`src/rtl/sprite_sched_pkg.sv`:
```
// Shared state, position-record types and limits for the sprite scheduler.
package sprite_sched_pkg;

   localparam int MAX_SPR = 8;
   localparam int POS_W   = 10;

   typedef enum logic [1:0] {
      IDLE,
      WAIT,
      ACTIVE,
      DONE
   } spr_state_t;

   typedef struct packed {
      logic [POS_W-1:0] x;
      logic [POS_W-1:0] y;
      logic             vis;
   } spr_pos_t;

endpackage

```
`src/rtl/sprite_sched_slot.sv`:
```
// One sprite's line scheduler: start-line match, start pulse (1 cycle after match), line count.
// No backpressure; follows the timing generator every cycle.
module sprite_sched_slot
   import sprite_sched_pkg::*;
#(
   parameter int CORDW      = POS_W,
   parameter int H_RES      = 640,
   parameter int V_RES_FULL = 525,
   parameter int SPR_LINES  = 80
) (
   input  logic             clk,
   input  logic             rst,
   input  logic [CORDW-1:0] sx,
   input  logic [CORDW-1:0] sy,
   input  logic             frame,
   input  logic [CORDW-1:0] y,
   input  logic             vis,
   input  logic             nxt_vis,
   output logic             start,
   output logic             active
);

   localparam int               CNTW     = $clog2(SPR_LINES + 1);
   localparam logic [CORDW-1:0] H_END    = CORDW'(H_RES);
   localparam logic [CORDW-1:0] V_LAST   = CORDW'(V_RES_FULL - 1);
   localparam logic [CNTW-1:0]  CNT_LAST = CNTW'(SPR_LINES - 1);

   spr_state_t       state, state_nxt;
   logic [CNTW-1:0]  cnt, cnt_nxt;
   logic             start_nxt;
   logic [CORDW-1:0] ys;
   logic             y_ok;
   logic             line_end;

   // Start one line early so the sprite can prefetch during blanking.
   assign ys       = (y == '0) ? V_LAST : y - CORDW'(1);
   assign y_ok     = (32'(y) < V_RES_FULL);
   assign line_end = (sx == H_END);
   assign active   = (state == ACTIVE);

   always_comb begin
      state_nxt = state;
      cnt_nxt   = cnt;
      start_nxt = 1'b0;
      if (frame) begin
         state_nxt = nxt_vis ? WAIT : IDLE;
      end else begin
         case (state)
            WAIT: begin
               if (line_end && y_ok && vis && (sy == ys)) begin
                  state_nxt = ACTIVE;
                  cnt_nxt   = '0;
                  start_nxt = 1'b1;
               end
            end
            ACTIVE: begin
               if (line_end) begin
                  if (cnt == CNT_LAST) state_nxt = DONE;
                  else                 cnt_nxt   = cnt + CNTW'(1);
               end
            end
            default: ;
         endcase
      end
   end

   always_ff @(posedge clk) begin
      if (rst) begin
         state <= IDLE;
         cnt   <= '0;
         start <= 1'b0;
      end else begin
         state <= state_nxt;
         cnt   <= cnt_nxt;
         start <= start_nxt;
      end
   end

endmodule

```
`src/rtl/sprite_sched.sv`:
```
// Sprite scheduler: shadow/active position tables, per-sprite slots, priority pixel merge (1-cycle latency).
// No backpressure. Define SPRITE_SCHED_COLLIDE_EN to add the per-frame collision register.
module sprite_sched
   import sprite_sched_pkg::*;
#(
   parameter int NUM_SPR    = 4,
   parameter int CORDW      = POS_W,
   parameter int H_RES      = 640,
   parameter int V_RES_FULL = 525,
   parameter int SPR_LINES  = 80
) (
   input  logic                     clk,
   input  logic                     rst,
   input  logic [CORDW-1:0]         sx,
   input  logic [CORDW-1:0]         sy,
   input  logic                     de,
   input  logic                     frame,
   input  logic                     wr_en,
   input  logic [2:0]               wr_idx,
   input  logic [CORDW-1:0]         wr_x,
   input  logic [CORDW-1:0]         wr_y,
   input  logic                     wr_vis,
   output logic [NUM_SPR-1:0]       spr_start,
   output logic [NUM_SPR*CORDW-1:0] spr_x,
   input  logic [NUM_SPR-1:0]       spr_pix,
   output logic                     pix_on,
   output logic [2:0]               pix_idx
`ifdef SPRITE_SCHED_COLLIDE_EN
   ,
   output logic [NUM_SPR-1:0]       collide
`endif
);

   spr_pos_t                     shadow [NUM_SPR];
   spr_pos_t                     active [NUM_SPR];
   spr_pos_t                     nxt    [NUM_SPR];
   spr_pos_t                     wr_pos;
   logic [NUM_SPR-1:0]           act_mask;
   logic [NUM_SPR-1:0]           cand;
   logic                         win_vld;
   logic [$clog2(MAX_SPR)-1:0]   win_idx;

   assign wr_pos = '{x: wr_x, y: wr_y, vis: wr_vis};

   // nxt is the shadow as it will be after this cycle's write, so a write
   // landing on the frame pulse is committed straight through.
   always_comb begin
      for (int i = 0; i < NUM_SPR; i++) begin
         nxt[i] = (wr_en && (wr_idx == 3'(i))) ? wr_pos : shadow[i];
      end
   end

   always_ff @(posedge clk) begin
      if (rst) begin
         for (int i = 0; i < NUM_SPR; i++) begin
            shadow[i] <= '0;
            active[i] <= '0;
         end
      end else begin
         for (int i = 0; i < NUM_SPR; i++) begin
            shadow[i] <= nxt[i];
            if (frame) active[i] <= nxt[i];
         end
      end
   end

   for (genvar i = 0; i < NUM_SPR; i++) begin : g_slot
      assign spr_x[i*CORDW +: CORDW] = active[i].x;

      sprite_sched_slot #(
         .CORDW      (CORDW),
         .H_RES      (H_RES),
         .V_RES_FULL (V_RES_FULL),
         .SPR_LINES  (SPR_LINES)
      ) u_slot (
         .clk     (clk),
         .rst     (rst),
         .sx      (sx),
         .sy      (sy),
         .frame   (frame),
         .y       (active[i].y),
         .vis     (active[i].vis),
         .nxt_vis (nxt[i].vis),
         .start   (spr_start[i]),
         .active  (act_mask[i])
      );
   end

   // Lowest index wins, so scan downward and let later hits overwrite.
   always_comb begin
      cand    = spr_pix & act_mask;
      win_vld = 1'b0;
      win_idx = '0;
      for (int i = NUM_SPR - 1; i >= 0; i--) begin
         if (cand[i]) begin
            win_vld = 1'b1;
            win_idx = 3'(i);
         end
      end
   end

   always_ff @(posedge clk) begin
      if (rst) begin
         pix_on  <= 1'b0;
         pix_idx <= '0;
      end else begin
         pix_on  <= de & win_vld;
         pix_idx <= win_vld ? win_idx : '0;
      end
   end

`ifdef SPRITE_SCHED_COLLIDE_EN
   logic [NUM_SPR-1:0] sticky;
   logic [NUM_SPR-1:0] hit;

   always_comb begin
      hit = '0;
      for (int i = 0; i < NUM_SPR; i++) begin
         hit[i] = de && spr_pix[i] && ((spr_pix & ~(NUM_SPR'(1) << i)) != '0);
      end
   end

   always_ff @(posedge clk) begin
      if (rst) begin
         sticky  <= '0;
         collide <= '0;
      end else if (frame) begin
         collide <= sticky | hit;
         sticky  <= '0;
      end else begin
         sticky  <= sticky | hit;
      end
   end
`endif

endmodule

```
`config.mk`:
```
export PLATFORM = sky130hd
export DESIGN_NAME = sprite_sched
export DESIGN_NICKNAME = d
export VERILOG_FILES = /design/src/rtl/sprite_sched_pkg.sv /design/src/rtl/sprite_sched_slot.sv /design/src/rtl/sprite_sched.sv
export SDC_FILE = /design/constraint.sdc
export NUM_CORES = 1
export LEC_CHECK = 0
export CORE_MARGIN = 2
export CORE_UTILIZATION = 64
export CTS_BUF_LIST = sky130_fd_sc_hd__clkbuf_2 sky130_fd_sc_hd__clkbuf_4 sky130_fd_sc_hd__clkbuf_8
export CTS_CLUSTER_SIZE = 20
export DETAILED_ROUTE_END_ITERATION = 10
export PLACE_DENSITY = 0.88
export SLEW_MARGIN = 20
export SYNTH_ARGS = -nofsm -noshare
export SYNTH_HDL_FRONTEND = slang
export SYNTH_SLANG_ARGS = --single-unit
```
`constraint.sdc`:
```
create_clock -name clk -period 9 [get_ports clk]
set_clock_uncertainty 0.15 [all_clocks]
set_input_delay 1.35 -clock clk [delete_from_list [all_inputs] [get_ports clk]]
set_output_delay 1.35 -clock clk [all_outputs]
set_load 0.03 [all_outputs]
```
==> results.yml <==
detailed_routing:
  drc: 0
  drtIter0Drc: 736
  vias: 8881
  post_drt_wl_per_cell_um: 18.4
  wirelength_um: 27000
  via_per_inst: 6.04
  drt_first_pass_iters: 5
  drtAntennaViolNets: 0
die:
  die_h_um: 133
  core_area_um2: 16400
  fp.dieW_um: 133
  start_util_pct: 64.9
  dieArea_um2: 17700
  io_pins: 101
  std_cell_rows: 47
critical_path:
  crit_type: "in2reg"
  critPathLaunchType: "input pin"
  cp_slowest_cell: "and4b_1"
  path_cells: "clkdlybuf4s50_1 > nor4b_1 > and4b_1 > o2111a_1 > or4b_1 > or4_4 > a21boi_4 > or4_1 > a21oi_1"
  path_max_fanout: 12
  worstPathArrival_ps: 4890
  critPathMaxStageDelay_ps: 610
  cp-end-kind: "flop"
  required_ps: 9300
synth:
  synth_flop_cell: "dfxtp_1"
  synth_edf_count: 84
  synth_seq_area_share_pct: 47.6
  synth_cell_types: 75
  synth_area_um2: 10700
  yosysWarningCount: 0
  async_flop_share_pct: 0
  synth_top_area_share_pct: 23.9
  synth_area_leaders: "dfxtp_1, edfxtp_1, nand2_1"
  avgSynthCellArea_um2: 8.92
  syn_nets: 1257
  yosysTopAreaCell: "dfxtp_1"
  synth-seq-cells: 211
  ys_top_cells_by_count: "nand2_1, dfxtp_1, a21oi_1"
  syn_inst: 1194
  synth_most_common_cell: "nand2_1"
cts:
  cts.sinks: 211
  cts_resized: 0
  cts-hold-fix-buffers: 0
  cts_root_buf: "clkbuf_8"
  tritoncts: "done"
  clkSlewWorstSetupHoldPaths_ps: 60
  cts_buffers: 35
  clock_latency_ps: 540
  htree_levels: 2
  post_cts_buffers: 0
  cts_buffer_depth: 3
placed_design:
  gp_congestion: 0.943
  port_buffers: 99
  hpwl_um: 17900
sta:
  rsz0062_at_grt: "false"
  worst_pin_slew_ps: 1000
  period_share_pct: 51.0
  min_period_ps: 4590
  setup_viol: 0
  maxSlewViolCount: 0
  hold_violations: 0
  relSlewSlack_pct: 33.1
  fmax_ghz: 0.218
  setup_tns_ps: 0
power_and_ir_drop:
  peakVddDrop_mv: 0.177
  p_leak_nw: 4.32
  power.density_nw_per_um2: 179
grt:
  antenna_found_initial: 0
  grt_first_pass_wirelength_um: 43900
  track_usage_pct: 30.9
  grt_pass1_vias: 8658
  overflow: 0
  grt_max_degree: 108
final_layout:
  layout-drive-gt1-share_pct: 7.52
  final_util_pct: 73.6
  area_growth_pct: 13.3
  diodes: 0
  final_nets: 1286
flow_run:
  cap_violations: 0
status:
  outcome: "complete, no violations"
worst_hold_path:
  hp-class: "reg2reg"
## per-layer routing
metal  track usage, %  vias to the layer above  part of all wire [%]
met3             5.98                       78                   7.7
met2             51.0                      417                    47
li1                 -                     4223                     -
met1             39.6                     4163                    41
met5                0                        -                     0
met4             14.1                        0                   3.6
## flip-flops by register name (all words and copies together), names as in the netlist
register,flops
shadow,84
active,84
pix_idx,2
g_slot.u_slot.state,8
pix_on,1
g_slot.u_slot.start,4
g_slot.u_slot.cnt,28
## logic make-up (layout without fill, tap and decap cells)
| logic type | count (synthesis) | count (layout) | share of synthesized area, % |
|---|---|---|---|
| AND/OR/NAND/NOR | 540 | 540 | 25.8 |
| AO/OA/AOI/OAI | 248 | 248 | 14.7 |
| flip-flops | 211 | 211 | 47.6 |
| buffers and inverters | 140 | 196 | 6.77 |
| XOR/XNOR | 33 | 33 | 2.97 |
| multiplexers | 11 | 11 | 1.06 |
| adder cells (fa/ha/maj) | 10 | 10 | 1.17 |
| other | 1 | 1 | 0.0352 |
## cell usage in the layout (no fill, tap or decap), drive strengths merged, types with 18 or more instances in the layout
cell / n
o21ai: 32
nand3: 22
nand2: 216
clkbuf: 53
nor2: 65
inv: 30
edfxtp: 84
and2: 90
xnor2: 21
dfxtp: 127
nor3: 18
a21oi: 113
clkdlybuf4s50: 97
or3: 19
## report_power, final
| part | internal [mW] | total (mW) | leakage [nW] | switching [mW] |
|---|---|---|---|---|
| registers | 1.02 | 1.04 | 1.96 | 0.0232 |
| logic | 0.0999 | 0.248 | 1.97 | 0.148 |
| clock network | 0.482 | 0.869 | 0.391 | 0.387 |
| total | 1.60 | 2.16 | 4.32 | 0.559 |
## path summary, 6_finish.rpt
path,startpoint,end,slack (ps),cells after the start
max reg2reg,active[2][1],g_slot[2].u_slot.cnt[0],5070,10
max,sx[5],g_slot[2].u_slot.cnt[0],4410,9
min,shadow[2][15],shadow[2][15],310,2
min reg2reg,shadow[2][15],shadow[2][15],310,2
## per-stage QoR
| stage | total power [mW] | std cells | hold slack, ps | worst slack [ps] | instance area [um^2] |
|---|---|---|---|---|---|
| after global routing | 2.23 | 1470 | 320 | 4360 | 12100 |
| after floorplan | 1.23 | 1194 | 277 | 4210 | 10700 |
| after detailed placement | 1.31 | 1406 | 295 | 3940 | 11300 |
| final | 2.16 | 1470 | 305 | 4410 | 12100 |
| after CTS | 2.16 | 1470 | 304 | 4450 | 12100 |
| after global placement | 1.31 | 1406 | 289 | 4030 | 11300 |
## final cells by class
| class | instances | area [um^2] |
|---|---|---|
| Sequential cell | 211 | 5060 |
| Multi-Input combinational cell | 843 | 4880 |
| Fill cell | 1164 | 4340 |
| Timing Repair Buffer | 103 | 1010 |
| Clock buffer | 53 | 629 |
| Tap cell | 220 | 275 |
| Inverter | 29 | 109 |
| Clock inverter | 11 | 93.8 |
## critical path: cells and delay by family
family                 cells  cell delay (ps)
AND/OR/NAND/NOR            5             2490
AO/OA/AOI/OAI              3              640
buffers and inverters      1              400
No activity file was read; power rests on OpenSTA's default activity.
